### config.mk
export PLATFORM = sky130hd
export DESIGN_NAME = seg_scan_ctrl
export DESIGN_NICKNAME = d
export VERILOG_FILES = /design/src/rtl/seg_scan_ctrl.sv
export SDC_FILE = /design/constraint.sdc
export NUM_CORES = 1
export LEC_CHECK = 0
export BUFFER_PORTS_ARGS = -buffer_cell sky130_fd_sc_hd__buf_2
export CORE_MARGIN = 5
export CORE_UTILIZATION = 60
export CTS_BUF_LIST = sky130_fd_sc_hd__clkbuf_8
export DETAILED_ROUTE_END_ITERATION = 16
export PLACE_DENSITY = 0.8
export RECOVER_POWER = 25
export SETUP_SLACK_MARGIN = 0.05
export SKIP_LAST_GASP = 1
export SLEW_MARGIN = 20
export SYNTH_ARGS = -nofsm -noshare
export SYNTH_HDL_FRONTEND = slang
export SYNTH_SLANG_ARGS = --single-unit
### constraint.sdc
create_clock -name clk -period 4.8 [get_ports clk]
set_clock_uncertainty 0.05 [all_clocks]
set_input_delay 0.96 -clock clk [delete_from_list [all_inputs] [get_ports clk]]
set_output_delay 0.96 -clock clk [all_outputs]
set_load 0.1 [all_outputs]
### src/rtl/seg_scan_ctrl.sv
// Scan controller for a 4-digit common-anode seven-segment display with frame-synchronous loading.
// Optional build macro SEG_LZB_EN enables leading-zero blanking of digits 3..1.
module seg_scan_ctrl #(
  parameter int DIGIT_TICKS = 3000,
  parameter int BLANK_TICKS = 300
) (
  input  logic        clk,
  input  logic        rst,
  input  logic        load_valid,
  output logic        load_ready,
  input  logic [15:0] load_data,
  output logic [6:0]  seg,
  output logic [3:0]  comm,
  output logic        frame_done
);

  localparam int TW = $clog2(DIGIT_TICKS);
  localparam logic [TW-1:0] TICK_LAST  = TW'(DIGIT_TICKS - 1);
  localparam logic [TW-1:0] TICK_BLANK = TW'(BLANK_TICKS);

  typedef enum logic {PH_BLANK, PH_DRIVE} phase_t;

  logic [15:0]   act;
  logic [15:0]   pend;
  logic          pv;
  logic [1:0]    dig;
  logic [TW-1:0] tick;

  phase_t        phase;
  logic          boundary;
  logic [3:0]    nib;
  logic          lit;
  logic [6:0]    seg_nxt;
  logic [3:0]    comm_nxt;

  function automatic logic [6:0] hex7(input logic [3:0] v);
    case (v)
      4'h0: hex7 = 7'b1000000;
      4'h1: hex7 = 7'b1111001;
      4'h2: hex7 = 7'b0100100;
      4'h3: hex7 = 7'b0110000;
      4'h4: hex7 = 7'b0011001;
      4'h5: hex7 = 7'b0010010;
      4'h6: hex7 = 7'b0000010;
      4'h7: hex7 = 7'b1111000;
      4'h8: hex7 = 7'b0000000;
      4'h9: hex7 = 7'b0010000;
      4'hA: hex7 = 7'b0001000;
      4'hB: hex7 = 7'b0000011;
      4'hC: hex7 = 7'b1000110;
      4'hD: hex7 = 7'b0100001;
      4'hE: hex7 = 7'b0000110;
      default: hex7 = 7'b0001110;
    endcase
  endfunction

  assign load_ready = ~pv;

  // Display for the current (dig, tick); registered below so outputs lag one cycle.
  always_comb begin
    boundary = (dig == 2'd3) && (tick == TICK_LAST);
    phase    = (tick < TICK_BLANK) ? PH_BLANK : PH_DRIVE;
    nib      = act[{dig, 2'b00} +: 4];
`ifdef SEG_LZB_EN
    case (dig)
      2'd3:    lit = |act[15:12];
      2'd2:    lit = |act[15:8];
      2'd1:    lit = |act[15:4];
      default: lit = 1'b1;
    endcase
`else
    lit = 1'b1;
`endif
    seg_nxt  = 7'b1111111;
    comm_nxt = 4'b0000;
    if (phase == PH_DRIVE && lit) begin
      seg_nxt  = hex7(nib);
      comm_nxt = 4'b0001 << dig;
    end
  end

  // A transfer needs pv=0 and the boundary swap needs pv=1, so they never collide.
  always_ff @(posedge clk or posedge rst) begin
    if (rst) begin
      act        <= '0;
      pend       <= '0;
      pv         <= 1'b0;
      dig        <= 2'd0;
      tick       <= '0;
      seg        <= 7'b1111111;
      comm       <= 4'b0000;
      frame_done <= 1'b0;
    end else begin
      seg        <= seg_nxt;
      comm       <= comm_nxt;
      frame_done <= boundary;
      if (tick == TICK_LAST) begin
        tick <= '0;
        dig  <= dig + 2'd1;
      end else begin
        tick <= tick + 1'b1;
      end
      if (boundary && pv) begin
        act <= pend;
        pv  <= 1'b0;
      end else if (load_valid && !pv) begin
        pend <= load_data;
        pv   <= 1'b1;
      end
    end
  end

endmodule

# Yosys cells after proc, flatten, opt, wreduce, memory -nomap -nowiden
# Memories as Yosys holds them, arrays and structs flattened.
# Index checks and enable logic that the tools add are counted.
totals:
  ff_bits: 59
  rom_bits: 112
  input_bits: 19
  out_inout_bits: 13
  wordCells: 29
  memories: 1
op_classes:
  addsub: 2
  order_cmp: 1
  eq_ne: 2
  shift: 2
  mux: 5
  n_bitwise: 2
  reduce_logical: 6
mem_list:
  columns: ["memory", "words", "word_bits", "rd", "rd_ports_with_merged_regs", "write_ports", "line_no", "text"]
  rows:
  - ["(name not given)", 16, 7, 1, 0, 0, "37", "case (v)"]
ops:
  columns: ["op", "count"]
  rows:
  - ["indexed part select 16 x 5 -> 4 bit", 1]
  - ["adder 12 x 1 -> 12 bit, second input constant", 1]
  - ["== test 12 bit, second input constant", 1]
  - ["< comparator 12 x 9 -> 1 bit, second input constant", 1]
  - ["two-way mux 12 bit", 1]
  - ["two-way mux 7 bit", 1]
  - ["two-way mux 4 bit", 1]
  - ["left shift 1 x 2 -> 4 bit, first input constant", 1]
  - ["logical AND 1 bit", 3]
  - ["adder 2 x 1 -> 2 bit, second input constant", 1]
  - ["== test 2 bit, second input constant", 1]
  - ["two-way mux 1 bit", 2]
  - ["NOT 1 bit", 2]
  - ["AND reduction 2 bit", 1]
  - ["nonzero test 2 bit", 1]
  - ["logical NOT 1 bit", 1]

# Logic depth before layout (Yosys ltp)
logic_depth:
  ltp_word: 5
  ltp_mapped: 7
  ltp_nobuf: 6

# Least setup slack after synthesis
# OpenSTA, ideal clock, no wires.
synth_path:
  path_type: "input -> register"
  start: "input port load_valid"
  end: "register pend[0]"
  setup_time_ns: 0.125
  arrival_ns: 1.903
  t_required_ns: 4.625
  setup_slack_ns: 2.722
  cell_stages: 4
  n_path_buf: 2
  cell_sequence: "nor2b_1 clkbuf_1 buf_2 mux2_2"
synth_between:
  elab_chain_cells: 2
synth_rtl:
  columns: ["item", "line_no", "text"]
  rows:
  - ["start: declaration", "9", "input logic load_valid,"]
  - ["logical AND 1 bit", "106", "end else if (load_valid && !pv) begin"]
  - ["AND reduction 2 bit (no line)", null, null]
  - ["end signal: assignment", "107", "pend <= load_data;"]
  - ["end: declaration", "24", "logic [15:0] pend;"]
# Every way passes these cells.
# A chain may end at the register's enable or synchronous reset.

# Worst setup path after layout
layout_path:
  start: "register tick[0]"
  end: "register act[11]"
layout_between:
  elab_chain_cells: 3
layout_rtl:
  columns: ["item", "line_no", "text"]
  rows:
  - ["start: declaration", "27", "logic [TW-1:0] tick;"]
  - ["start signal: assignment", "101", "tick <= tick + 1'b1;"]
  - ["== test 12 bit", "61", "boundary = (dig == 2'd3) && (tick == TICK_LAST);"]
  - ["logical AND 1 bit", "61", null]
  - ["logical AND 1 bit", "103", "if (boundary && pv) begin"]
  - ["end signal: assignment", "104", "act <= pend;"]
  - ["end: declaration", "23", "logic [15:0] act;"]
# Every way passes these cells.

==> impl_metrics.yaml <==
run_status:
  status: "complete, no violations"
final_layout:
  layout_commonest_cell: "dfrtp_1"
  layout_common_cells: "dfrtp_1, buf_2, mux2_2, inv_1, nor2_1"
  fin_cells: 296
  drive_above_1_share: 0.381
  diodes: 0
  nets: 269
  area_growth_pct: 13.7
drt:
  drtAntennaViolNets: 0
  wl_per_cell_um: 15.6
  drc: 0
  vias: 1603
  drt_iter0_markers: 128
  dr.pass1.iters: 5
  wl_mm: 4.62
  via_per_inst: 5.42
placed_design:
  port_buffers: 31
  place_congestion: 0.844
  hpwl_mm: 3.13
  dp_cells: 280
timing:
  grt_setup_unrepaired: "false"
  setup_viol: 0
  tns_ns: 0
  relSlewSlack: 0.292
  finalHoldViolations: 0
  min_period_ns: 2.75
  fmax_ghz: 0.364
  maxSlewViolCount: 0
  tightest_slew_ns: 1.06
  period_share: 0.572
power:
  power.density_nw_per_um2: 324
  power_uw: 996
  leakage_uw: 0.00144
  ir_drop_mv: 0.212
logic_synthesis:
  async_reset_ff_frac: 1.00
  synth_top_area_share: 0.482
  synth-edff-count: 0
  ys.flop_type: "dfrtp_1"
  avgSynthCellArea_um2: 13.2
  synth_warnings: 0
  yosysTopAreaCell: "dfrtp_1"
  syn_area_um2: 2700
  yosysUniqueCellTypes: 36
  syn_inst: 204
  ys_seq_area_frac: 0.550
  yosys-top-cells-area: "dfrtp_1, mux2_2, dfstp_2"
  synth.ff_latch_count: 59
  synth_nets: 234
die:
  die_area_um2: 5940
  io_pins: 32
  die_y_um: 77.1
  placement_rows: 24
  coreArea_um2: 4350
  initial_core_util: 0.620
  die_w_um: 77.1
global_routing:
  grt_start_max_net_pins: 32
  track_usage: 0.168
  grt_pass1_wl_mm: 7.86
  grt_pass1_vias: 1612
  antenna_found_initial: 0
  grt_overflow: 0
cts:
  clk_latency_ns: 0.33
  holdBufCountCts: 0
  cts_sinks: 59
  cts_tree: "done"
  cts_root_buffer: "clkbuf_8"
  clk_path_buf_depth: 2
  h-tree-depth: 3
  cts-resized-gates: 0
  cts_buffers: 9
  cts_setup_buffers: 0
  path_clk_slew_ns: 0.06
setup_path:
  end_kind: "flop"
  path_max_fanout: 17
  cp.required_ns: 4.96
  arrival_ns: 2.91
  start_kind: "flop"
  crit_type: "reg -> reg"
hold_path:
  min-delay-path-class: "reg -> reg"
flow_run:
  maxCapViolCount: 0
## flip-flops by register name, summed over array words and instances (netlist names)
name / cells
frame_done: 1
tick: 12
pv: 1
act: 16
dig: 2
comm: 4
pend: 16
seg: 7
## metrics by stage
| step | utilization | cell area [um2] | worst slack [ns] | hold slack, ns |
|---|---|---|---|---|
| after CTS | 0.705 | 3070 | 2.05 | 0.443 |
| final | 0.705 | 3070 | 2.05 | 0.439 |
| after detailed placement | 0.660 | 2870 | 2.03 | 0.436 |
| after floorplan | - | 2700 | 2.35 | 0.405 |
| after global placement | 0.660 | 2870 | 2.16 | 0.419 |
| after global routing | 0.705 | 3070 | 1.90 | 0.468 |
## worst paths after layout
path,start,endpoint,slack [ns],cells after the start
max,tick[0],act[11],2.05,5
min,tick[0],tick[0],0.44,1
max reg2reg,tick[0],act[11],2.05,5
min reg2reg,tick[0],tick[0],0.44,1
max in group asynchronous,rst,pend[14],2.89,3
min in group asynchronous,rst,act[1],0.83,2
## cell families (layout without fill, tap and decap cells)
logic type | after synthesis | after routing | synth area share
buffers and inverters | 19 | 59 | 0.0371
DFF | 59 | 59 | 0.550
and+or+nand+nor | 49 | 49 | 0.0978
AOI/OAI and AO/OA | 17 | 17 | 0.0403
xor gates and xnor gates | 10 | 10 | 0.0324
adders and majority gates | 11 | 11 | 0.0510
muxes | 39 | 39 | 0.191
## report_power, final
group          switching [uW]  total [uW]  internal (uW)
combinational            14.5        31.7           17.2
sequential               8.18         522            513
clock                     181         442            261
total                     204         996            792
## final cells by class
cell class,instances,area [um2]
Clock buffer,11,151
Fill cell,281,1280
Sequential cell,59,1490
Inverter,10,37.5
Timing Repair Buffer,33,170
Clock inverter,5,46.3
Tap cell,52,65.1
Multi-Input combinational cell,126,1110
## per-layer routing
| metal | part of all wire | up-vias | track usage |
|---|---|---|---|
| met3 | 0.053 | 9 | 0.0550 |
| met5 | 0 | - | 0 |
| met1 | 0.46 | 771 | 0.221 |
| met4 | 0.018 | 0 | 0.0739 |
| li1 | - | 777 | - |
| met2 | 0.47 | 46 | 0.252 |
## Yosys cell counts (all sizes together), types with 2 or more instances
| master | n |
|---|---|
| nor3 | 5 |
| dfstp | 7 |
| o21ai | 5 |
| nor2 | 13 |
| a21oi | 3 |
| nor2b | 2 |
| nand3 | 5 |
| mux2 | 34 |
| clkbuf | 3 |
| ha | 11 |
| o211ai | 6 |
| dfrtp | 52 |
| inv | 10 |
| xor2 | 3 |
| mux4 | 4 |
| nand2b | 2 |
| buf | 6 |
| nand2 | 10 |
| and2 | 4 |
| nor4 | 2 |
| xnor2 | 7 |
## worst max-delay path: stages (launching register included)
cell       delay [ns]
dfrtp_1          0.38
ha_1             0.22
nand4bb_1        0.20
nor3_4           0.51
and3_1           0.84
mux2_2           0.42
Power figures use the tool's default switching activity.
